`src/rtl/ascon_pkg.sv`:
```
// Shared definitions for the AEAD tag verifier: state encoding, tag length
// and the constant helper functions used to size counters.
package ascon_pkg;

  typedef enum logic [2:0] {
    ST_IDLE    = 3'd0,
    ST_LOAD    = 3'd1,
    ST_CHECK   = 3'd2,
    ST_RELEASE = 3'd3,
    ST_FAIL    = 3'd4
  } state_e;

  localparam int TAG_LEN = 128;

  function automatic int max_int(input int a, input int b);
    return (a > b) ? a : b;
  endfunction

  // Bits needed to index v distinct values; never less than 1.
  function automatic int clog2_int(input int v);
    int r;
    r = 0;
    while ((1 << r) < v) r++;
    return (r < 1) ? 1 : r;
  endfunction

endpackage

```
`src/rtl/serial_pt_buffer.sv`:
```
// Y-bit plaintext store written and read one bit at a time by index, with a
// zeroize input that wipes the whole buffer in one cycle.
module serial_pt_buffer
  import ascon_pkg::*;
#(
  parameter int Y  = 40,
  parameter int IW = 8
) (
  input  logic          clk,
  input  logic          rst,
  input  logic          wr_en,
  input  logic [IW-1:0] wr_idx,
  input  logic          wr_bit,
  input  logic [IW-1:0] rd_idx,
  input  logic          zeroize,
  output logic          rd_bit
);

  localparam int AW = clog2_int(Y);

  logic [Y-1:0]  mem;
  logic [AW-1:0] wr_addr;
  logic [AW-1:0] rd_addr;

  assign wr_addr = wr_idx[AW-1:0];
  assign rd_addr = rd_idx[AW-1:0];

  // NOTE: this storage is reset and zeroized on purpose so plaintext never
  // survives an aborted or failed verification.
  always_ff @(posedge clk or negedge rst) begin
    if (!rst) begin
      mem <= '0;
    end else if (zeroize) begin
      mem <= '0;
    end else if (wr_en && (int'(wr_idx) < Y)) begin
      mem[wr_addr] <= wr_bit;
    end
  end

  assign rd_bit = (int'(rd_idx) < Y) ? mem[rd_addr] : 1'b0;

endmodule

```
`src/rtl/aead_tag_verifier.sv`:
```
// Serial AEAD tag verifier: buffers plaintext, compares computed and received
// tags bit-serially, releases plaintext only on a full match. Optional
// saturating failure counter under `TAG_FAIL_COUNT_EN.
module aead_tag_verifier
  import ascon_pkg::*;
#(
  parameter int Y = 40,
  parameter int T = TAG_LEN
) (
  input  logic       clk,
  input  logic       rst,
  input  logic       startxSI,
  input  logic       in_validxSI,
  input  logic       plain_textxSI,
  input  logic       tagxSI,
  input  logic       expected_tagxSI,
  output logic       plain_textxSO,
  output logic       plain_validxSO,
  output logic       tag_okxSO,
  output logic       donexSO,
  output logic       busyxSO
`ifdef TAG_FAIL_COUNT_EN
  ,
  output logic [7:0] fail_countxSO
`endif
);

  localparam int MAXL = max_int(Y, T);
  localparam int CW   = clog2_int(MAXL + 1);

  localparam logic [CW-1:0] Y_C    = CW'(Y);
  localparam logic [CW-1:0] T_C    = CW'(T);
  localparam logic [CW-1:0] LAST_C = CW'(MAXL - 1);

  state_e        state_q, state_d;
  logic [CW-1:0] cnt_q, cnt_d;
  logic          mis_q, mis_d;
  logic          ok_q, ok_d;
  logic          pt_q, pt_d;
  logic          pv_q, pv_d;
  logic          done_q, done_d;
  logic          wr_en;
  logic          zeroize;
  logic          rd_bit;
  logic          fail_entry;

  serial_pt_buffer #(
    .Y  (Y),
    .IW (CW)
  ) u_buf (
    .clk     (clk),
    .rst     (rst),
    .wr_en   (wr_en),
    .wr_idx  (cnt_q),
    .wr_bit  (plain_textxSI),
    .rd_idx  (cnt_q),
    .zeroize (zeroize),
    .rd_bit  (rd_bit)
  );

  // NOTE: every signal gets a default first so no path leaves one unassigned
  // and infers a latch.
  always_comb begin
    state_d    = state_q;
    cnt_d      = cnt_q;
    mis_d      = mis_q;
    ok_d       = ok_q;
    pt_d       = 1'b0;
    pv_d       = 1'b0;
    done_d     = 1'b0;
    wr_en      = 1'b0;
    zeroize    = 1'b0;
    fail_entry = 1'b0;

    unique case (state_q)
      ST_IDLE: begin
        // A start coinciding with the done pulse belongs to the old run.
        if (startxSI && !done_q) begin
          state_d = ST_LOAD;
          cnt_d   = '0;
          mis_d   = 1'b0;
          ok_d    = 1'b0;
        end
      end
      ST_LOAD: begin
        if (in_validxSI) begin
          wr_en = (cnt_q < Y_C);
          if (cnt_q < T_C) mis_d = mis_q | (tagxSI ^ expected_tagxSI);
          cnt_d = cnt_q + 1'b1;
          if (cnt_q == LAST_C) state_d = ST_CHECK;
        end
      end
      ST_CHECK: begin
        ok_d       = ~mis_q;
        cnt_d      = '0;
        fail_entry = mis_q;
        state_d    = mis_q ? ST_FAIL : ST_RELEASE;
      end
      ST_RELEASE: begin
        if (cnt_q < Y_C) begin
          pv_d  = 1'b1;
          pt_d  = rd_bit;
          cnt_d = cnt_q + 1'b1;
        end else begin
          done_d  = 1'b1;
          state_d = ST_IDLE;
        end
      end
      ST_FAIL: begin
        done_d  = 1'b1;
        ok_d    = 1'b0;
        zeroize = 1'b1;
        state_d = ST_IDLE;
      end
      default: state_d = ST_IDLE;
    endcase
  end

  // NOTE: state is updated with non-blocking assignments so every register
  // samples the pre-edge values regardless of statement order.
  always_ff @(posedge clk or negedge rst) begin
    if (!rst) begin
      state_q <= ST_IDLE;
      cnt_q   <= '0;
      mis_q   <= 1'b0;
      ok_q    <= 1'b0;
      pt_q    <= 1'b0;
      pv_q    <= 1'b0;
      done_q  <= 1'b0;
    end else begin
      state_q <= state_d;
      cnt_q   <= cnt_d;
      mis_q   <= mis_d;
      ok_q    <= ok_d;
      pt_q    <= pt_d;
      pv_q    <= pv_d;
      done_q  <= done_d;
    end
  end

  assign plain_textxSO  = pt_q;
  assign plain_validxSO = pv_q;
  assign tag_okxSO      = ok_q;
  assign donexSO        = done_q;
  assign busyxSO        = (state_q != ST_IDLE);

`ifdef TAG_FAIL_COUNT_EN
  logic [7:0] fail_cnt_q;

  always_ff @(posedge clk or negedge rst) begin
    if (!rst) begin
      fail_cnt_q <= '0;
    end else if (fail_entry && (fail_cnt_q != 8'hFF)) begin
      fail_cnt_q <= fail_cnt_q + 8'd1;
    end
  end

  assign fail_countxSO = fail_cnt_q;
`else
  logic unused_fail_entry;
  assign unused_fail_entry = fail_entry;
`endif

endmodule
```
`config.mk`:
```
export PLATFORM = sky130hd
export DESIGN_NAME = aead_tag_verifier
export DESIGN_NICKNAME = d
export VERILOG_FILES = /design/src/rtl/ascon_pkg.sv /design/src/rtl/serial_pt_buffer.sv /design/src/rtl/aead_tag_verifier.sv
export SDC_FILE = /design/constraint.sdc
export NUM_CORES = 1
export LEC_CHECK = 0
export BUFFER_PORTS_ARGS = -buffer_cell sky130_fd_sc_hd__buf_2
export CAP_MARGIN = 40
export CORE_MARGIN = 3
export CORE_UTILIZATION = 55
export CTS_CLUSTER_DIAMETER = 120
export DETAILED_ROUTE_END_ITERATION = 8
export PLACE_DENSITY_LB_ADDON = 0.15
export SLEW_MARGIN = 10
export SYNTH_ARGS = -nofsm -noshare
export SYNTH_HDL_FRONTEND = slang
export SYNTH_SLANG_ARGS = --single-unit
```
`constraint.sdc`:
```
create_clock -name clk -period 4.8 [get_ports clk]
set_input_delay 0.96 -clock clk [delete_from_list [all_inputs] [get_ports clk]]
set_output_delay 0.96 -clock clk [all_outputs]
set_load 0.1 [all_outputs]
```
After elaboration in Yosys (flattened, before gate mapping)
Cells that the tools add are included.
{ "word_totals": {"out_inout_bits": 5, "input_bits": 7, "word_cells": 74, "register_bits": 56} }
{ "op_classes": {"n_reduce_logical": 14, "n_bitwise": 3, "muxes": 32, "magnitude_cmp": 5, "eq_ne": 11, "n_addsub": 1} }
{ "ops": {"columns": ["op", "n"], "rows": [
  ["40-bit 2-to-1 mux", 2],
  ["40-bit bitwise mux", 1],
  ["8-bit one-hot mux with 4 select lines", 1],
  ["8-bit 2-to-1 mux", 3],
  ["8-bit by 6-bit < comparator with 1-bit output (second input constant)", 2],
  ["3-bit 2-to-1 mux", 5],
  ["1-bit 2-to-1 mux", 14],
  ["2-bit != test (second input constant)", 6],
  ["3-bit one-hot mux with 4 select lines", 1],
  ["4-bit AND reduction", 3],
  ["8-bit by 1-bit adder with 8-bit output (second input constant)", 1],
  ["8-bit by 7-bit == test with 1-bit output (second input constant)", 1],
  ["8-bit < comparator (second input constant)", 1],
  ["6-bit by 7-bit < comparator with 1-bit output (second input constant)", 1],
  ["1-bit binary-select mux with 6-bit select", 1],
  ["1-bit demux with 6-bit select", 1],
  ["3-bit by 2-bit == test with 1-bit output (second input constant)", 2],
  ["6-bit by 1-bit >= comparator with 1-bit output (second input constant)", 1],
  ["3-bit nonzero test", 2],
  ["1-bit one-hot mux with 2 select lines", 2],
  ["2-bit nonzero test", 2],
  ["4-bit nonzero test", 1],
  ["3-bit by 1-bit == test with 1-bit output (second input constant)", 1],
  ["3-bit == test (second input constant)", 1],
  ["8 further kinds", 10]
]} }

Depth between registers and ports, before layout
{ "logic_depth": {"ltp_word": 7, "ltp_mapped": 8, "depth_no_buf": 6} }

By module
Synthesis repeated with hierarchy kept, for this count alone.
{ "hier_totals": {"cells_unflattened": 319, "area_unflattened_um2": 3208.1} }
{ "modules_own_cells": {"columns": ["module", "area_per_inst_um2", "n_inst", "cells_per_inst"], "rows": [
  ["serial_pt_buffer", 2263.4, 1, 217],
  ["aead_tag_verifier", 944.7, 1, 102]
]} }

Worst setup path after synthesis
Ideal clock, no wire load.
{ "synth_path": {"path_type": "register to output", "startpoint": "reg state_q[1]", "endpoint": "out busyxSO", "t_arrival_ps": 1449, "path_slack_ps": 2391, "n_path_buf": 1, "path_stages_with_launch": 3, "required_time_ps": 3840, "cell_sequence": "dfrtp_1 > clkbuf_1 > or3_1"} }
{ "synth_via": {"elab_chain_cells": 1} }
{ "synth_lines": {"columns": ["item", "line_no", "source"], "rows": [
  ["start: declaration", "aead_tag_verifier.sv:35", "state_e state_q, state_d;"],
  ["start signal: assignment", "aead_tag_verifier.sv:131", "state_q <= state_d;"],
  ["3-bit nonzero test", "aead_tag_verifier.sv:145", "assign busyxSO = (state_q != ST_IDLE);"],
  ["end: declaration", "aead_tag_verifier.sv:21", "output logic busyxSO"]
]} }
No other way between the ends.

Worst setup path after layout
{ "layout_path": {"startpoint": "reg state_q[0]", "endpoint": "out busyxSO"} }
Same word-level chain as after synthesis.

==> summary.md <==
| Metric | Value |
|---|---|
| Status | finished clean |
| DR WL met2 | 3260 µm |
| Crit path max fanout | 21 |
| DP Area | 3280 µm² |
| Register area share after synthesis | 44.2% |
| Most common cell after layout, fill and taps aside | dfrtp_1 |
| H-Tree Depth | 2 |
| Unique masters post-synth | 43 |
| Num ports | 12 |
| CTS buffer count | 5 |
| Placed instance count | 403 |
| Fmax | 380 MHz |
| Tightest Pin Transition | 784 ps |
| Critical path capture point type | output pin |
| Initial antenna violation count | 0 |
| Avg Cell Area, Syn | just over 9 µm² |
| Sequential share of power | 41.4% |
| Fillers | 498 |
| Vias in the first global route | 2,322 |
| Final setup viols | 0 |
| Number of warning messages in the yosys log | 0 |
| Clock share of power | 21.8% |
| EDFF count, synth | 0 |
| Async SR Flop Fraction | 100% |
| Highest-count cells in the layout ignoring fill and taps | 56 x dfrtp_1, 45 x nor2_1, 42 x mux2i_1 |
| Crit path DAT | 1670 ps |
| Reg clk slew, reported paths | 100 ps |
| Via Count | 2,494 |
| Cells along the critical path | or3_1 -> buf_2 |
| Fin util | 61.2% |
| Root Driver | clkbuf_8 |
| Rows | 27 |
| Post-CTS Repair Setup Buffers | 0 |
| Kind of critical path | reg -> out |
| Die X | 81.9 µm |
| Max Buffers Root-to-Sink | 2 |
| Sw Pwr | 0.574 mW |
| Largest net degree at the start of global routing | 57 |
| Rel. slew slack | 47.7% |
| Routed metal-1 wirelength | 3250 µm |
| Buffers on Ports | 11 |
| Layout cell share with drive strength beyond 1 | under 10% |
| Setup TNS | 0 ps |
| Buffers plus inverters on the worst setup path | 1 |
| Hold buffers post-CTS | 0 |
| Slowest cell delay on critical path | 610 ps |
| # diodes | 0 |
| Max-cap violations | 0 |
| Top cell type's share of synthesized area | 44.2% |
| Top FF cell, synth | dfrtp_1 |
| Routed WL per cell | between 15 and 20 µm |
| Sw Share | 40.9% |
| Starting DRT DRC Count | around 130 |
| Layout Skew | about 9.4 ps |
| Leakage | 1.40 nW |
| Synthesis-to-layout area growth | 6.95% |
| Nets | about 350 |
| PwrDens | 415 nW/µm² |
| Critical-path top delay cell | dfrtp_1 |
| Synth area leader | dfrtp_1 |
| Worst hold-check path type | reg -> reg |
| Multi-input logic area | 1610 µm² |
| CTS tree | yes |
| Crit start category | flip-flop |
| Largest cells by area after synthesis | dfrtp_1 44%, mux2i_1 13%, nor2_1 5.3%, nor3_1 5.1%, mux4_1 3.3% |
| Finished Layout Cells | 411 |
| Synth Instances | 343 |
| First-pass DRT Iterations | 4 |
| Delay-heaviest family, CP | flip-flops |
| Drt drc | 0 |
| Fin crit share | between 50% and 60% |
| PostCTS Resize Cnt | 0 |
| Vias per Instance | 6.07 |
| Final Hold Fails | 0 |
| Syn Nets | 351 |
| Top routing layer in use | met4 |
| Clock Sinks | between 50 and 60 |
| Die height | 81.9 µm |
| Sequential Area | 1400 µm² |
| Met3 routed WL | between 200 and 250 µm |
| FF+latch count, synth | between 50 and 60 |
| RSZ-0062 raised after global routing | no |
| Cell Area, Synth | 3170 µm² |
| Int Power | 0.831 mW |
| Die area | 6710 µm² |
| Period minus WS final | between 2000 and 3000 ps |
| Core area | 5540 µm² |
| Critical Path RT | ~3800 ps |
| Post-route design area | 3390 µm² |
| First-pass GRT wire length | roughly 11,000 µm |
| Antenna-violating nets left | 0 |
| Comb power frac | between 30 and 40% |
| Initial core utilization | 57.2% |
| Slew Viols, Final | 0 |
| Total GRT Usage | 22.1% |
| Worst IR Drop VDD | 0.000306 V |
| Remaining global-route overflow | 0 |
| Worst-skew pair later-pin latency | 310 ps |
| DP HPWL | 4350 µm |
| Final wirelength | 6800 µm |
| GP Congestion | 0.746 |
## Yosys cell counts, types with 2 or more instances
cell type / instances
dfrtp_1: 56
nand3b_1: 2
mux2i_1: 42
o21ai_1: 2
a21o_1: 2
nor4_1: 11
nor2_1: 45
and3_1: 6
o31ai_1: 4
mux4_1: 4
a21oi_1: 14
o21ai_0: 20
o22ai_1: 3
clkbuf_1: 17
inv_1: 9
buf_2: 8
nand2b_1: 4
nand2_1: 18
nand3_1: 10
nor3_1: 32
and2_1: 4
a221oi_1: 3
nor2b_1: 2
or3_1: 4
buf_1: 3
## kinds of logic (layout without fill, tap and decap cells)
| logic type | after synthesis | after routing | share of synthesized area [%] |
|---|---|---|---|
| XOR/XNOR | 1 | 1 | 0.276 |
| flip-flops | 56 | 56 | 44.2 |
| adder cells (fa/ha/maj) | 1 | 1 | 0.395 |
| multiplexers | 47 | 47 | 16.9 |
| AO/OA/AOI/OAI | 56 | 56 | 10.7 |
| AND/OR/NAND/NOR | 144 | 144 | 22.5 |
| buffers and inverters | 38 | 34 | 5.05 |
## per-layer routing
| metal | track usage (%) | vias up |
|---|---|---|
| met3 | 3.62 | 5 |
| li1 | - | 1222 |
| met4 | 4.98 | 0 |
| met1 | 30.9 | 1221 |
| met5 | 0 | - |
| met2 | 35.9 | 46 |
## stage by stage
step	hold slack (ps)	power (mW)	worst slack [ps]
after CTS	525	1.41	2170
after global placement	497	1.05	1880
after global routing	553	1.49	2100
final	522	1.41	2170
after floorplan	468	0.967	2390
after detailed placement	503	1.11	2250
## power groups by stage
stage                     logic (mW)  registers, mW  clock network (mW)
after floorplan                0.365          0.602                   0
after global placement         0.423          0.630                   0
after detailed placement       0.517          0.591                   0
after CTS                      0.518          0.582               0.315
after global routing           0.563          0.592               0.333
final                          0.517          0.582               0.306
## sequential cells by signal, indices dropped and copies added, names as in the netlist
signal          cells
u_buf.mem          40
plain_validxSO      1
state_q             3
tag_okxSO           1
plain_textxSO       1
mis_q               1
donexSO             1
cnt_q               8
## path summary, 6_finish.rpt
kind / slack, ps / cells past startpoint / to / from
min in group asynchronous: 760 / 2 / state_q[2] / rst
worst max-delay path: 2170 / 2 / busyxSO / state_q[0]
worst min-delay path: 520 / 2 / u_buf.mem[27] / u_buf.mem[27]
worst max register to register: 2480 / 5 / u_buf.mem[10] / state_q[0]
max in group asynchronous: 3550 / 2 / u_buf.mem[29] / rst
worst min register to register: 520 / 2 / u_buf.mem[27] / u_buf.mem[27]
## cell type report
| type | instances | share of cell area [%] |
|---|---|---|
| Clock inverter | 2 | 1.03 |
| Timing Repair Buffer | 17 | 4.25 |
| Sequential cell | 56 | 41.3 |
| Multi-Input combinational cell | 249 | 47.6 |
| Inverter | 9 | 0.997 |
| Tap cell | 72 | 2.66 |
| Clock buffer | 6 | 2.14 |
## tightest hold or removal path, delay by kind of cell (launching register included)
| family | cells | cell delay (ps) |
|---|---|---|
| multiplexers | 1 | 60 |
| AND/OR/NAND/NOR | 1 | 80 |
| flip-flops | 1 | 340 |
Note: power is estimated with default switching activity, not from simulation.
